File: src/rtl/core_run_monitor.sv
// Run controller for rv32i_core: sequences core reset, watches for ecall/ebreak/self-loop/timeout,
// counts pipeline events with saturating counters and freezes everything once the run completes.
module core_run_monitor #(
   parameter int XLEN        = 32,
   parameter int CNT_W       = 32,
   parameter int NUM_EVT     = 4,
   parameter int RST_HOLD    = 2,
   parameter int MAX_CYCLES  = 100,
   parameter int LOOP_REPEAT = 8
) (
   input  logic                     clk,
   input  logic                     rst_n,
   input  logic                     start,
   input  logic                     abort,
   input  logic                     clear,
   input  logic [XLEN-1:0]          pc,
   input  logic                     pc_en,
   input  logic [XLEN-1:0]          if_id_instr,
   input  logic                     if_id_flush,
   input  logic [NUM_EVT-1:0]       evt_in,
   output logic                     core_rst,
   output logic                     running,
   output logic                     done,
   output logic [2:0]               done_code,
   output logic [CNT_W-1:0]         cycle_cnt,
   output logic [XLEN-1:0]          halt_pc,
   output logic [NUM_EVT*CNT_W-1:0] evt_cnt
);

   typedef enum logic [1:0] {S_IDLE, S_RESET, S_RUN, S_DONE} state_t;

   localparam logic [2:0] CODE_ECALL   = 3'd1;
   localparam logic [2:0] CODE_EBREAK  = 3'd2;
   localparam logic [2:0] CODE_LOOP    = 3'd3;
   localparam logic [2:0] CODE_TIMEOUT = 3'd4;

   localparam int HOLD_W = $clog2(RST_HOLD + 1);
   localparam int LOOP_W = $clog2(LOOP_REPEAT + 1);
   // Wide enough for both the counter and the cycle budget, so a narrow counter never aliases the limit.
   localparam int TMO_W  = (CNT_W > 32) ? CNT_W : 32;

   state_t            state, state_nxt;
   logic [HOLD_W-1:0] hold_cnt;
   logic [LOOP_W-1:0] loop_cnt;
   logic [XLEN-1:0]   prev_pc;

   logic       is_ecall, is_ebreak, pc_same, loop_hit, timeout_hit, halt;
   logic [2:0] halt_code;

   always_comb begin
      is_ecall    = !if_id_flush && (if_id_instr == XLEN'(32'h0000_0073));
      is_ebreak   = !if_id_flush && (if_id_instr == XLEN'(32'h0010_0073));
      pc_same     = pc_en && (pc == prev_pc);
      loop_hit    = pc_same && (loop_cnt == LOOP_W'(LOOP_REPEAT - 2));
      timeout_hit = (TMO_W'(cycle_cnt) == TMO_W'(MAX_CYCLES - 1));
      halt_code   = 3'd0;
      if (is_ecall)         halt_code = CODE_ECALL;
      else if (is_ebreak)   halt_code = CODE_EBREAK;
      else if (loop_hit)    halt_code = CODE_LOOP;
      else if (timeout_hit) halt_code = CODE_TIMEOUT;
      halt = (halt_code != 3'd0);
   end

   always_comb begin
      state_nxt = state;
      case (state)
         S_IDLE:  if (start) state_nxt = S_RESET;
         S_RESET: begin
            if (abort)                                  state_nxt = S_IDLE;
            else if (hold_cnt == HOLD_W'(RST_HOLD - 1)) state_nxt = S_RUN;
         end
         S_RUN: begin
            if (abort)     state_nxt = S_IDLE;
            else if (halt) state_nxt = S_DONE;
         end
         S_DONE:  if (abort || clear) state_nxt = S_IDLE;
         default: state_nxt = S_IDLE;
      endcase
   end

   always_ff @(posedge clk or negedge rst_n) begin
      if (!rst_n) begin
         state    <= S_IDLE;
         core_rst <= 1'b1;
         running  <= 1'b0;
         done     <= 1'b0;
      end else begin
         state    <= state_nxt;
         core_rst <= (state_nxt != S_RUN);
         running  <= (state_nxt == S_RUN);
         done     <= (state_nxt == S_DONE);
      end
   end

   always_ff @(posedge clk or negedge rst_n) begin
      if (!rst_n) begin
         hold_cnt  <= '0;
         loop_cnt  <= '0;
         prev_pc   <= '0;
         done_code <= 3'd0;
         cycle_cnt <= '0;
         halt_pc   <= '0;
         evt_cnt   <= '0;
      end else begin
         prev_pc <= pc;
         case (state)
            S_IDLE: begin
               if (start) begin
                  hold_cnt  <= '0;
                  loop_cnt  <= '0;
                  done_code <= 3'd0;
                  cycle_cnt <= '0;
                  halt_pc   <= '0;
                  evt_cnt   <= '0;
               end
            end
            S_RESET: hold_cnt <= hold_cnt + 1'b1;
            S_RUN: begin
               // Abort leaves the counters exactly as they were before this cycle.
               if (abort) begin
                  done_code <= 3'd0;
               end else begin
                  if (cycle_cnt != '1) cycle_cnt <= cycle_cnt + 1'b1;
                  loop_cnt <= pc_same ? loop_cnt + 1'b1 : '0;
                  for (int i = 0; i < NUM_EVT; i++) begin
                     if (evt_in[i] && (evt_cnt[i*CNT_W +: CNT_W] != '1))
                        evt_cnt[i*CNT_W +: CNT_W] <= evt_cnt[i*CNT_W +: CNT_W] + 1'b1;
                  end
                  if (halt) begin
                     done_code <= halt_code;
                     halt_pc   <= pc;
                  end
               end
            end
            S_DONE: begin
               if (abort) begin
                  done_code <= 3'd0;
               end else if (clear) begin
                  loop_cnt  <= '0;
                  done_code <= 3'd0;
                  cycle_cnt <= '0;
                  halt_pc   <= '0;
                  evt_cnt   <= '0;
               end
            end
            default: hold_cnt <= '0;
         endcase
      end
   end

endmodule

File: config.mk
export PLATFORM = sky130hd
export DESIGN_NAME = core_run_monitor
export DESIGN_NICKNAME = d
export VERILOG_FILES = /design/src/rtl/core_run_monitor.sv
export SDC_FILE = /design/constraint.sdc
export NUM_CORES = 1
export LEC_CHECK = 0
export CORE_ASPECT_RATIO = 1.5
export CORE_MARGIN = 8
export CORE_UTILIZATION = 52
export CTS_CLUSTER_SIZE = 14
export DETAILED_ROUTE_END_ITERATION = 6
export PLACE_DENSITY_LB_ADDON = 0.1
export SLEW_MARGIN = 30
export SYNTH_ARGS = -nofsm -noshare
export SYNTH_HDL_FRONTEND = slang
export SYNTH_SLANG_ARGS = --single-unit
File: constraint.sdc
create_clock -name clk -period 3.2 [get_ports clk]
set_input_delay 0.48 -clock clk [delete_from_list [all_inputs] [get_ports clk]]
set_output_delay 0.48 -clock clk [all_outputs]
set_load 0.02 [all_outputs]
# Yosys cells after proc, flatten, opt, wreduce, memory -nomap -nowiden

Index checks and enable logic that the tools add are counted.

Equality and inequality tests: 29
Muxes and demuxes: 43
Reduce and logical (&&, ||, !) cells: 23
Add/subtract/negate cells: 7

Operator list:

| kind                    | number |
|---|---|
| $mux W128               | 4 |
| $pmux W128 S3           | 1 |
| $mux W32                | 11 |
| $pmux W32 S3            | 2 |
| $add A32 B1 Y32 const B | 5 |
| $ne A32 B32 Y1 const B  | 5 |
| $eq A32 B7 Y1 const B   | 2 |
| $reduce_and A6 Y1       | 6 |
| $eq A32 B21 Y1 const B  | 1 |
| $eq A32 B32 Y1          | 1 |
| $mux W3                 | 9 |
| $ne A2 B2 Y1 const B    | 11 |
| $mux W4                 | 5 |
| $mux W2                 | 7 |
| $pmux W4 S3             | 1 |
| $pmux W3 S3             | 1 |
| $eq A2 B2 Y1 const B    | 4 |
| $logic_and A1 B1 Y1     | 8 |
| $pmux W2 S4             | 1 |
| $ne A3 B3 Y1 const B    | 2 |
| $reduce_bool A3 Y1      | 2 |
| $reduce_and A5 Y1       | 1 |
| $add A4 B1 Y4 const B   | 1 |
| $eq A2 B1 Y1 const B    | 2 |
| 9 further kinds         | 9 |

Word-level logic and storage cells: 116
Bits in registers: 238
Output and inout bits: 198
Input bits: 75

# Logic depth before layout (Yosys ltp)

Depth after elaboration: 11
Mapped depth: 10
Gate-level depth less buffers: 8

# Worst setup path after synthesis

No wires, ideal clock.

Path type: reg-to-reg
Start: register cycle_cnt[4]
End: register cycle_cnt[31]
Path buffers: 1
Period minus slack after synthesis: 2.687 ns
Library setup time: 0.078 ns
Data arrival time: 2.609 ns
Stages on the path, launching flop included: 8
Slack: 0.513 ns
Data required time: 3.122 ns
Cells stage by stage: dfrtp_1 > nand4_2 > or4_4 > buf_6 > or3_4 > or4_1 > or3_1 > a21oi_1

Longest elaborated chain between the ends: 4
Elaborated cells on any way between the ends: 7
Those cells by class: add/sub (1); eq/ne (2); mux (3); reduce/logical (1)

RTL lines:

| item                   | line | source |
|---|---|---|
| start, declared        | 25   | `output logic [CNT_W-1:0] cycle_cnt,` |
| start signal, assigned | 123  | `if (cycle_cnt != '1) cycle_cnt <= cycle_cnt + 1'b1;` |
| $add A32 B1 Y32        | 123  |  |
| $mux W32               | 123  |  |
| $mux W32               | 120  | `if (abort) begin` |
| $pmux W32 S3           | 106  | `case (state)` |

Parallel ways exist; a longest one is shown, timed or not. The select of a mux whose other input is x is not followed.
A chain may end at the register's enable or synchronous reset.

# Final worst setup path

Start: register state[0]
End: register evt_cnt[63]

Longest elaborated chain between the ends: 3
Elaborated cells on any way between the ends: 11
Those cells by class: eq/ne (7); mux (1); reduce/logical (3)

RTL lines:

| item                                                                | line | source |
|---|---|---|
| start, declared                                                     | 42   | `state_t state, state_nxt;` |
| start signal, assigned                                              | 88   | `state <= state_nxt;` |
| $eq A2 B2 Y1 or $logic_not A2 Y1 (tied branches)                    | 106  |  |
| $ne A2 B2 Y1 (no source line) or $reduce_bool A3 Y1 (tied branches) | --   |  |
| $reduce_and A6 Y1 (no source line)                                  | --   |  |
| end signal, assigned by index                                       | 127  | `evt_cnt[i*CNT_W +: CNT_W] <= evt_cnt[i*CNT_W +: CNT_W] + 1'b1;` |
| end, declared                                                       | 27   | `output logic [NUM_EVT*CNT_W-1:0] evt_cnt` |

Parallel ways exist; a longest one is shown, timed or not.

==> impl_metrics.toml <==
[setup_path]
max_stage_delay_ns = 0.68
r2r_setup_slack_ns = 0.28
crit_path_start_kind = "register"
cp_max_fo = 42
worstPathArrival_ns = 3.31
r2r_cells = 10
crit_top_cell = "buf_4"
crit_family = "compound AO/OA/AOI/OAI gates"
reg2reg_to = "evt_cnt[63]"
slowest_stage = "a2111oi_0"
cp.required_ns = 3.59
cp-end-kind = "register"
worst-setup-path-type = "register to register"
cp_cell_sequence = "inv_1 > ha_4 > buf_4 > nor2b_1 > o22ai_1 > buf_4 > nand3_1 > a2111oi_0 > xnor2_1 > nor2_1"
crit_buf_inv = 3
r2r_start = "state[0]"

[timing]
hold_viol = 18
fin_hold_ws_ns = -0.0380
finalMaxSlewViolations = 0
rsz0062_at_grt = "no"
fmax_ghz = 0.343
relSlewSlack = 0.416
period_needed_ns = 2.92
setup_tns_ns = 0
skew_ns = 0.00931
finalCritPeriodShare = 0.911
setup_viol = 0
worst_pin_slew_ns = 0.869

[cells_and_area]
mostFrequentLayoutCells = "271 x clkdlybuf4s50_1, 237 x dfrtp_1, 167 x nand2_1"
n_antenna_cell = 0
fill_cells = 1926
drive_above_1_share = 0.0638
final_cells = 1980
final_common_cell = "clkdlybuf4s50_1"
syn_to_final_growth_pct = 33.8
nets = 1731

[global_route]
grt_pass1_wl_um = 59900
antenna_found_initial = 0
grt_start_max_net_pins = 95
grt_overflow_total = 0
grt_pass1_vias = 11900
track_usage = 0.248

[status]
outcome = "complete, but fails checks"
violations = "negative hold slack"

[cts]
clockBufferDepth = 3
post_cts_resized = 0
cts_root_buf = "clkbuf_16"
clkLatencyLatePin_ns = 0.51
clk_pin_slew_ns = 0.06
numCtsBuffers = 25
cts_sinks = 238
cts_setup_buffers = 0
cts-htree-levels = 1
cts_tree = "yes"
postCtsHoldBufs = 0

[floorplanning]
core_area_um2 = 23700
fp-row-count = 69
io_pins = 273
die_h_um = 206
start_util = 0.529
die_w_um = 143
die_area_um2 = 29400

[placement]
dp.cells = 1936
io_buffer_count = 272
hpwl_um = 26900
place.gp.congestion = 0.860

[synth]
yosys_most_used_dff = "dfrtp_1"
synth_edf_count = 0
synth-seq-cells = 238
ys_warn_count = 0
syn_nets = 1453
syn_avg_cell_area_um2 = 9.15
async_reset_ff_frac = 1.00
syn_inst = 1366
netlist_area_um2 = 12500
synth.distinct_cells = 61
yosysSeqAreaShare = 0.476

[power_and_ir_drop]
p_leak_nw = 6.37
power_density_nw_per_um2 = 447
max-vdd-ir-drop_mv = 0.402

[routing]
via_count = 11500
routed_wl_um = 36700
drtPass1Iterations = 5
viasPerCell = 5.81
wl_per_cell_um = 18.5
drc = 0
dr.first_iter.drc_count = 614
ant_nets = 0

[job]
max-cap-violations = 0

[worst_hold_path]
hold_path.class = "input port to async pin"
==> synth_stat cells (all sizes together) (4+ instances only) <==
| library cell | instances | area share |
|---|---|---|
| clkbuf | 53 | 0.016 |
| nor4 | 57 | 0.029 |
| a211oi | 13 | 0.0078 |
| nor2b | 6 | 0.0030 |
| xor2 | 43 | 0.030 |
| dfrtp | 237 | 0.47 |
| nand3 | 62 | 0.025 |
| nand2 | 167 | 0.050 |
| o211ai | 34 | 0.020 |
| nor4b | 11 | 0.0077 |
| ha | 12 | 0.012 |
| or3 | 22 | 0.011 |
| or4 | 11 | 0.0070 |
| nor4bb | 4 | 0.0032 |
| nor2 | 153 | 0.046 |
| inv | 30 | 0.0090 |
| a21oi | 31 | 0.012 |
| o21ai | 44 | 0.018 |
| and3 | 19 | 0.0095 |
| nand2b | 9 | 0.0045 |
| xnor2 | 110 | 0.077 |
| nand4 | 87 | 0.044 |
| buf | 10 | 0.0037 |
| a2111oi | 7 | 0.0050 |
| and2 | 11 | 0.0055 |
| and4 | 19 | 0.013 |
| mux2i | 4 | 0.0032 |
| nor3 | 53 | 0.021 |
| nor3b | 9 | 0.0054 |
==> where the power goes <==
| group | switching (W) | internal, W |
|---|---|---|
| registers | 0.0000395 | 0.00306 |
| clock network | 0.00121 | 0.00184 |
| logic | 0.000954 | 0.000380 |
==> routing by layer <==
layer / GRT usage / share of wire / vias to the layer above
li1: - / - / 5462
met1: 0.281 / 0.38 / 5580
met2: 0.438 / 0.51 / 389
met3: 0.0597 / 0.071 / 80
met4: 0.103 / 0.037 / 0
met5: 0 / 0 / -
==> cell families after synthesis <==
logic type	synth area share
DFF	0.476
xor gates and xnor gates	0.107
and+or+nand+nor	0.290
adders and majority gates	0.0120
AOI/OAI and AO/OA	0.0825
muxes	0.00320
buffers and inverters	0.0286
==> registers in the layout, indices dropped and copies added (netlist names), 2 cells and up <==
signal     count
done_code      3
hold_cnt       2
state          2
cycle_cnt     32
loop_cnt       4
evt_cnt      128
prev_pc       32
halt_pc       32
==> worst max path at each step <==
stage                            start             to  slack (ns)  cells after the start
after global placement          pc[18]    halt_pc[13]        0.24                      8
final                         state[0]    evt_cnt[63]        0.28                     10
after CTS                     state[0]    evt_cnt[63]        0.25                     10
after detailed placement        pc[18]    halt_pc[14]        0.18                      8
after floorplan           cycle_cnt[4]  cycle_cnt[31]        0.51                      7
after global routing          state[0]    evt_cnt[63]        0.08                     10
==> per-stage QoR <==
stage                util  worst slack (ns)  hold slack [ns]  cell area [um2]  total power (W)
floorplan               -             0.513            0.184            12500          0.00386
global placement    0.671             0.241            0.462            15900          0.00448
detailed placement  0.671             0.176            0.481            15900          0.00449
CTS                 0.707             0.248           0.0157            16700          0.00754
global route        0.707            0.0819           0.0343            16700          0.00779
finish              0.707             0.284          -0.0380            16700          0.00748
==> final cells by class <==
cell class,instances,area [um2],share of cell area
clock buffer,31,688,0.0412
sequential,238,5960,0.356
tap,319,399,0.0239
inverter,30,113,0.00673
multi-input combinational,1035,6280,0.375
clock inverter,13,171,0.0103
timing repair buffer,314,3120,0.186
Note: power is estimated with default switching activity, not from simulation.
